==> config.mk <==
export PLATFORM = sky130hd
export DESIGN_NAME = piso_shift_ctrl
export DESIGN_NICKNAME = d
export VERILOG_FILES = /design/src/rtl/sr_ctrl_pkg.sv /design/src/rtl/shift_chain.sv /design/src/rtl/piso_shift_ctrl.sv
export SDC_FILE = /design/constraint.sdc
export NUM_CORES = 1
export LEC_CHECK = 0
export BUFFER_PORTS_ARGS = -buffer_cell sky130_fd_sc_hd__buf_2
export CAP_MARGIN = 20
export CELL_PAD_IN_SITES_DETAIL_PLACEMENT = 0
export CELL_PAD_IN_SITES_GLOBAL_PLACEMENT = 2
export CORE_UTILIZATION = 31
export CTS_CLUSTER_SIZE = 28
export DETAILED_ROUTE_END_ITERATION = 6
export PLACE_DENSITY_LB_ADDON = 0.1
export SYNTH_ARGS = -nofsm -noshare
export SYNTH_HDL_FRONTEND = slang
export SYNTH_SLANG_ARGS = --single-unit
export TNS_END_PERCENT = 10
==> constraint.sdc <==
create_clock -name clk -period 2.2 [get_ports clk]
set_input_delay 0.33 -clock clk [delete_from_list [all_inputs] [get_ports clk]]
set_output_delay 0.33 -clock clk [all_outputs]
set_load 0.02 [all_outputs]
==> src/rtl/sr_ctrl_pkg.sv <==
// Shared types for the PISO shift controller: FSM states and per-cell select codes.
package sr_ctrl_pkg;

    typedef enum logic [0:0] {S_IDLE, S_SHIFT} sr_state_t;

    typedef enum logic [1:0] {SEL_HOLD, SEL_LOAD, SEL_SHIFT} sr_sel_t;

endpackage

==> src/rtl/shift_chain.sv <==
// WIDTH-bit load/shift/hold register; every cell always loads, hold just reloads its own bit.
module shift_chain
    import sr_ctrl_pkg::*;
#(
    parameter int WIDTH     = 8,
    parameter bit MSB_FIRST = 1'b1
) (
    input  logic             clk,
    input  logic             rst,
    input  sr_sel_t          sel,
    input  logic [WIDTH-1:0] load_data,
    output logic [WIDTH-1:0] sreg
);

    logic [WIDTH-1:0] shifted;
    logic [WIDTH-1:0] cell_d;

    // The outgoing bit sits at the top (MSB first) or bottom (LSB first); vacated end fills with 0.
    always_comb begin
        if (MSB_FIRST) begin
            shifted = {sreg[WIDTH-2:0], 1'b0};
        end else begin
            shifted = {1'b0, sreg[WIDTH-1:1]};
        end
    end

    always_comb begin
        cell_d = sreg;
        for (int i = 0; i < WIDTH; i++) begin
            case (sel)
                SEL_LOAD:  cell_d[i] = load_data[i];
                SEL_SHIFT: cell_d[i] = shifted[i];
                default:   cell_d[i] = sreg[i];
            endcase
        end
    end

    always_ff @(posedge clk or posedge rst) begin
        if (rst) begin
            sreg <= '0;
        end else begin
            sreg <= cell_d;
        end
    end

endmodule

==> src/rtl/piso_shift_ctrl.sv <==
// Parallel-in/serial-out controller: word handshake in, one bit per accepted beat out.
//   state   | meaning
//   S_IDLE  | no word held, ready for a new parallel word
//   S_SHIFT | presenting sreg output bit bit_cnt on the serial stream
module piso_shift_ctrl
    import sr_ctrl_pkg::*;
#(
    parameter int WIDTH     = 8,
    parameter bit MSB_FIRST = 1'b1
) (
    input  logic                     clk,
    input  logic                     rst,
    input  logic [WIDTH-1:0]         in_data,
    input  logic                     in_valid,
    output logic                     in_ready,
    output logic                     ser_out,
    output logic                     ser_valid,
    input  logic                     ser_ready,
    output logic                     ser_last,
    output logic [$clog2(WIDTH)-1:0] bit_cnt
);

    localparam int            CW       = $clog2(WIDTH);
    localparam logic [CW-1:0] LAST_IDX = CW'(WIDTH - 1);

    sr_state_t        state, state_nxt;
    logic [CW-1:0]    cnt_nxt;
    sr_sel_t          sel;
    logic             accept;
    logic             fire;
    logic [WIDTH-1:0] sreg;

    shift_chain #(
        .WIDTH     (WIDTH),
        .MSB_FIRST (MSB_FIRST)
    ) u_chain (
        .clk       (clk),
        .rst       (rst),
        .sel       (sel),
        .load_data (in_data),
        .sreg      (sreg)
    );

    assign ser_out = MSB_FIRST ? sreg[WIDTH-1] : sreg[0];

    always_comb begin
        ser_valid = (state == S_SHIFT);
        ser_last  = ser_valid && (bit_cnt == LAST_IDX);
        fire      = ser_valid && ser_ready;
        // Refill on the final beat keeps the serial stream free of bubbles.
        in_ready  = !rst && ((state == S_IDLE) || (ser_ready && ser_last));
        accept    = in_valid && in_ready;
        state_nxt = state;
        cnt_nxt   = bit_cnt;
        sel       = SEL_HOLD;

        if (accept) begin
            sel = SEL_LOAD;
        end else if (fire) begin
            sel = SEL_SHIFT;
        end

        case (state)
            S_IDLE: begin
                if (accept) begin
                    state_nxt = S_SHIFT;
                    cnt_nxt   = '0;
                end
            end
            S_SHIFT: begin
                if (accept) begin
                    cnt_nxt = '0;
                end else if (fire) begin
                    if (ser_last) begin
                        state_nxt = S_IDLE;
                    end else begin
                        cnt_nxt = bit_cnt + CW'(1);
                    end
                end
            end
            default: state_nxt = S_IDLE;
        endcase
    end

    always_ff @(posedge clk or posedge rst) begin
        if (rst) begin
            state   <= S_IDLE;
            bit_cnt <= '0;
        end else begin
            state   <= state_nxt;
            bit_cnt <= cnt_nxt;
        end
    end

endmodule

==> results_dict.tcl <==
set metrics [dict create \
    outcome "complete, no violations" \
    mostFrequentLayoutCells "buf_2, mux2_2, dfrtp_1" \
    ctsRootBufferMaster "clkbuf_4" \
    synth_area_leaders "dfrtp_1, mux2_2, ha_1" \
    max_slew_margin_pct 69.60 \
    globalRouteOverflowTotal 0 \
    finalCriticalPeriod_ps 1929 \
    synth_cell_type_count 20 \
    drtIter0Drc 3 \
    drv_cap 0 \
    cp_data_arrival_time_ps 1600 \
    detail_route.wl_per_cell_microns 11.34 \
    reg2reg_depth 5 \
    syn-num-nets 69 \
    synth_top_area_share_pct 45.20 \
    power.density_nw_per_um2 1148 \
    final_cells 104 \
    syn_avg_cell_area_sq_um 12.08 \
    n_fill_cell 198 \
    reg2reg_to "u_chain.sreg[2]" \
    synth-seq-cells 12 \
    grt_pass1_vias 441 \
    place_inst 101 \
    gp_congestion 0.6980 \
    diodes 0 \
    setup_viol 0 \
    clock_path_buffers 2 \
    antenna_found_initial 0 \
    critPathLaunchType "register" \
    synth_warnings 0 \
    r2r_slack_ps 370 \
    drtAntennaViolNets 0 \
    cts_sinks 12 \
    dr.pass1.iters 3 \
    startpoint "bit_cnt[0]" \
    crit_end "in_ready" \
    async_reset_ff_share_pct 100.0 \
    fmax_mhz 518.5 \
    die-height_microns 48.30 \
    cts_resized 0 \
    drv_slew 0 \
    finalWirelength_microns 1179 \
    grt_pass1_wl_microns 1925 \
    synth_top_area_cell "dfrtp_1" \
    dieArea_sq_um 2332 \
    drc 0 \
    whs_ps 107.2 \
    rows 16 \
    synthXorXnorAreaFrac_pct 0 \
    synthesis.instances 55 \
    grt_use_total_pct 12.31 \
    cp.required_ps 1870 \
    finalSetupTns_ps 0 \
    ir_drop_v 0.0005105 \
    numCtsBuffers 3 \
    synthFlopType "dfrtp_1" \
    p_leak_nw 0.4120 \
    post-place-ws_ps 336.8 \
    pin_count 19 \
    grt_start_max_net_pins 13 \
    synth_edf_count 0 \
    vias_per_cell 4.490 \
    hold_violations 0 \
    crit_path_end_kind "primary output" \
    tightestPinTransition_ps 455.4 \
    crit_type "register to primary output" \
    cts_setup_buffers 0 \
    cp_max_fo 6 \
    port_buffers 18 \
    hp-class "input pin to asynchronous set/reset pin" \
    final_common_cell "buf_2" \
    final_util_pct 41.10 \
    dp_hpwl_microns 924.4 \
    ys_seq_area_share_pct 45.20 \
    cts_tree "yes" \
    die_w_microns 48.30 \
    period_share_pct 87.67 \
    cts.htree.levels 1 \
    nets 93 \
    worst_clock_skew_ps 1.717 \
    synth-simple-area-share_pct 15.44 \
    synthAdderAreaFrac_pct 3.766 \
    cts.reportedPaths.clkPinSlew_ps 70 \
    synth_compound_area_share_pct 6.968 \
    synth_mux_area_share_pct 25.24 \
    synth_top_family_by_area "multiplexers" \
    syn_to_final_growth_pct 22.60 \
    reg2reg_from "bit_cnt[0]" \
    setup_ws_ps 271.3 \
    vias 467 \
    cts-hold-fix-buffers 0 \
    drive_above_1_share_pct 57.14 \
    initial_utilization_pct 33.52 \
    core_sq_um 1982 \
    rsz0062_at_grt "false" \
    clk_latency_ps 260 \
    synth_area_sq_um 664.4 \
]
## metal layers
| metal | share of wire, % | track usage, % | up-vias |
|---|---|---|---|
| li1 | - | - | 235 |
| met4 | 0.42 | 5.000 | 0 |
| met1 | 46 | 17.70 | 218 |
| met3 | 5.4 | 2.222 | 2 |
| met5 | 0 | 0 | - |
| met2 | 48 | 18.13 | 12 |
## worst max-delay path, stage by stage, from the launching register on
cell	delay, ps
dfrtp_1	410
ha_1	210
ha_1	250
a21boi_2	250
nor2_1	70
buf_2	160
## report_power, final
part,internal [W],switching [W]
combinational,0.000231,0.000213
sequential,0.000309,0.0000537
clock,0.0000630,0.0000647
## cell type report
class | count | area, sq um | share of cell area [%]
Inverter | 3 | 11.26 | 1.382
Tap cell | 27 | 33.78 | 4.147
Timing Repair Buffer | 20 | 105.1 | 12.90
Clock buffer | 3 | 22.52 | 2.765
Multi-Input combinational cell | 39 | 341.6 | 41.94
Sequential cell | 12 | 300.3 | 36.87
## synth_stat cells (all sizes together) (2+ instances only)
cell type   n
inv         3
o21ai       4
dfrtp      12
ha          2
nand2       6
nor3b       2
and2b       2
mux2       14
## stage by stage
stage               power (W)  instance area, sq um
global route         0.001019                 814.5
detailed placement  0.0008184                 792.0
floorplan           0.0006921                 664.4
global placement    0.0008149                 792.0
finish              0.0009348                 814.5
CTS                 0.0009514                 814.5
## worst min path at each step
stage	startpoint	endpoint	slack [ps]	cells past startpoint
2_1_floorplan	rst	bit_cnt[0]	190	1
3_3_place_gp	rst	ser_valid	420	2
3_5_place_dp	rst	ser_valid	410	2
4_1_cts	rst	ser_valid	120	2
5_1_grt	rst	ser_valid	160	2
6_report	rst	ser_valid	110	2
## kinds of logic (layout without fill, tap and decap cells)
family | count (synthesis) | after routing
AO/OA/AOI/OAI | 7 | 7
AND/OR/NAND/NOR | 15 | 15
adder cells (fa/ha/maj) | 2 | 2
buffers and inverters | 4 | 26
flip-flops | 12 | 12
multiplexers | 15 | 15
## registers in the layout, indices dropped and copies added (netlist names)
| register | flops |
|---|---|
| ser_valid | 1 |
| u_chain.sreg | 8 |
| bit_cnt | 3 |
Note: power is estimated with default switching activity, not from simulation.
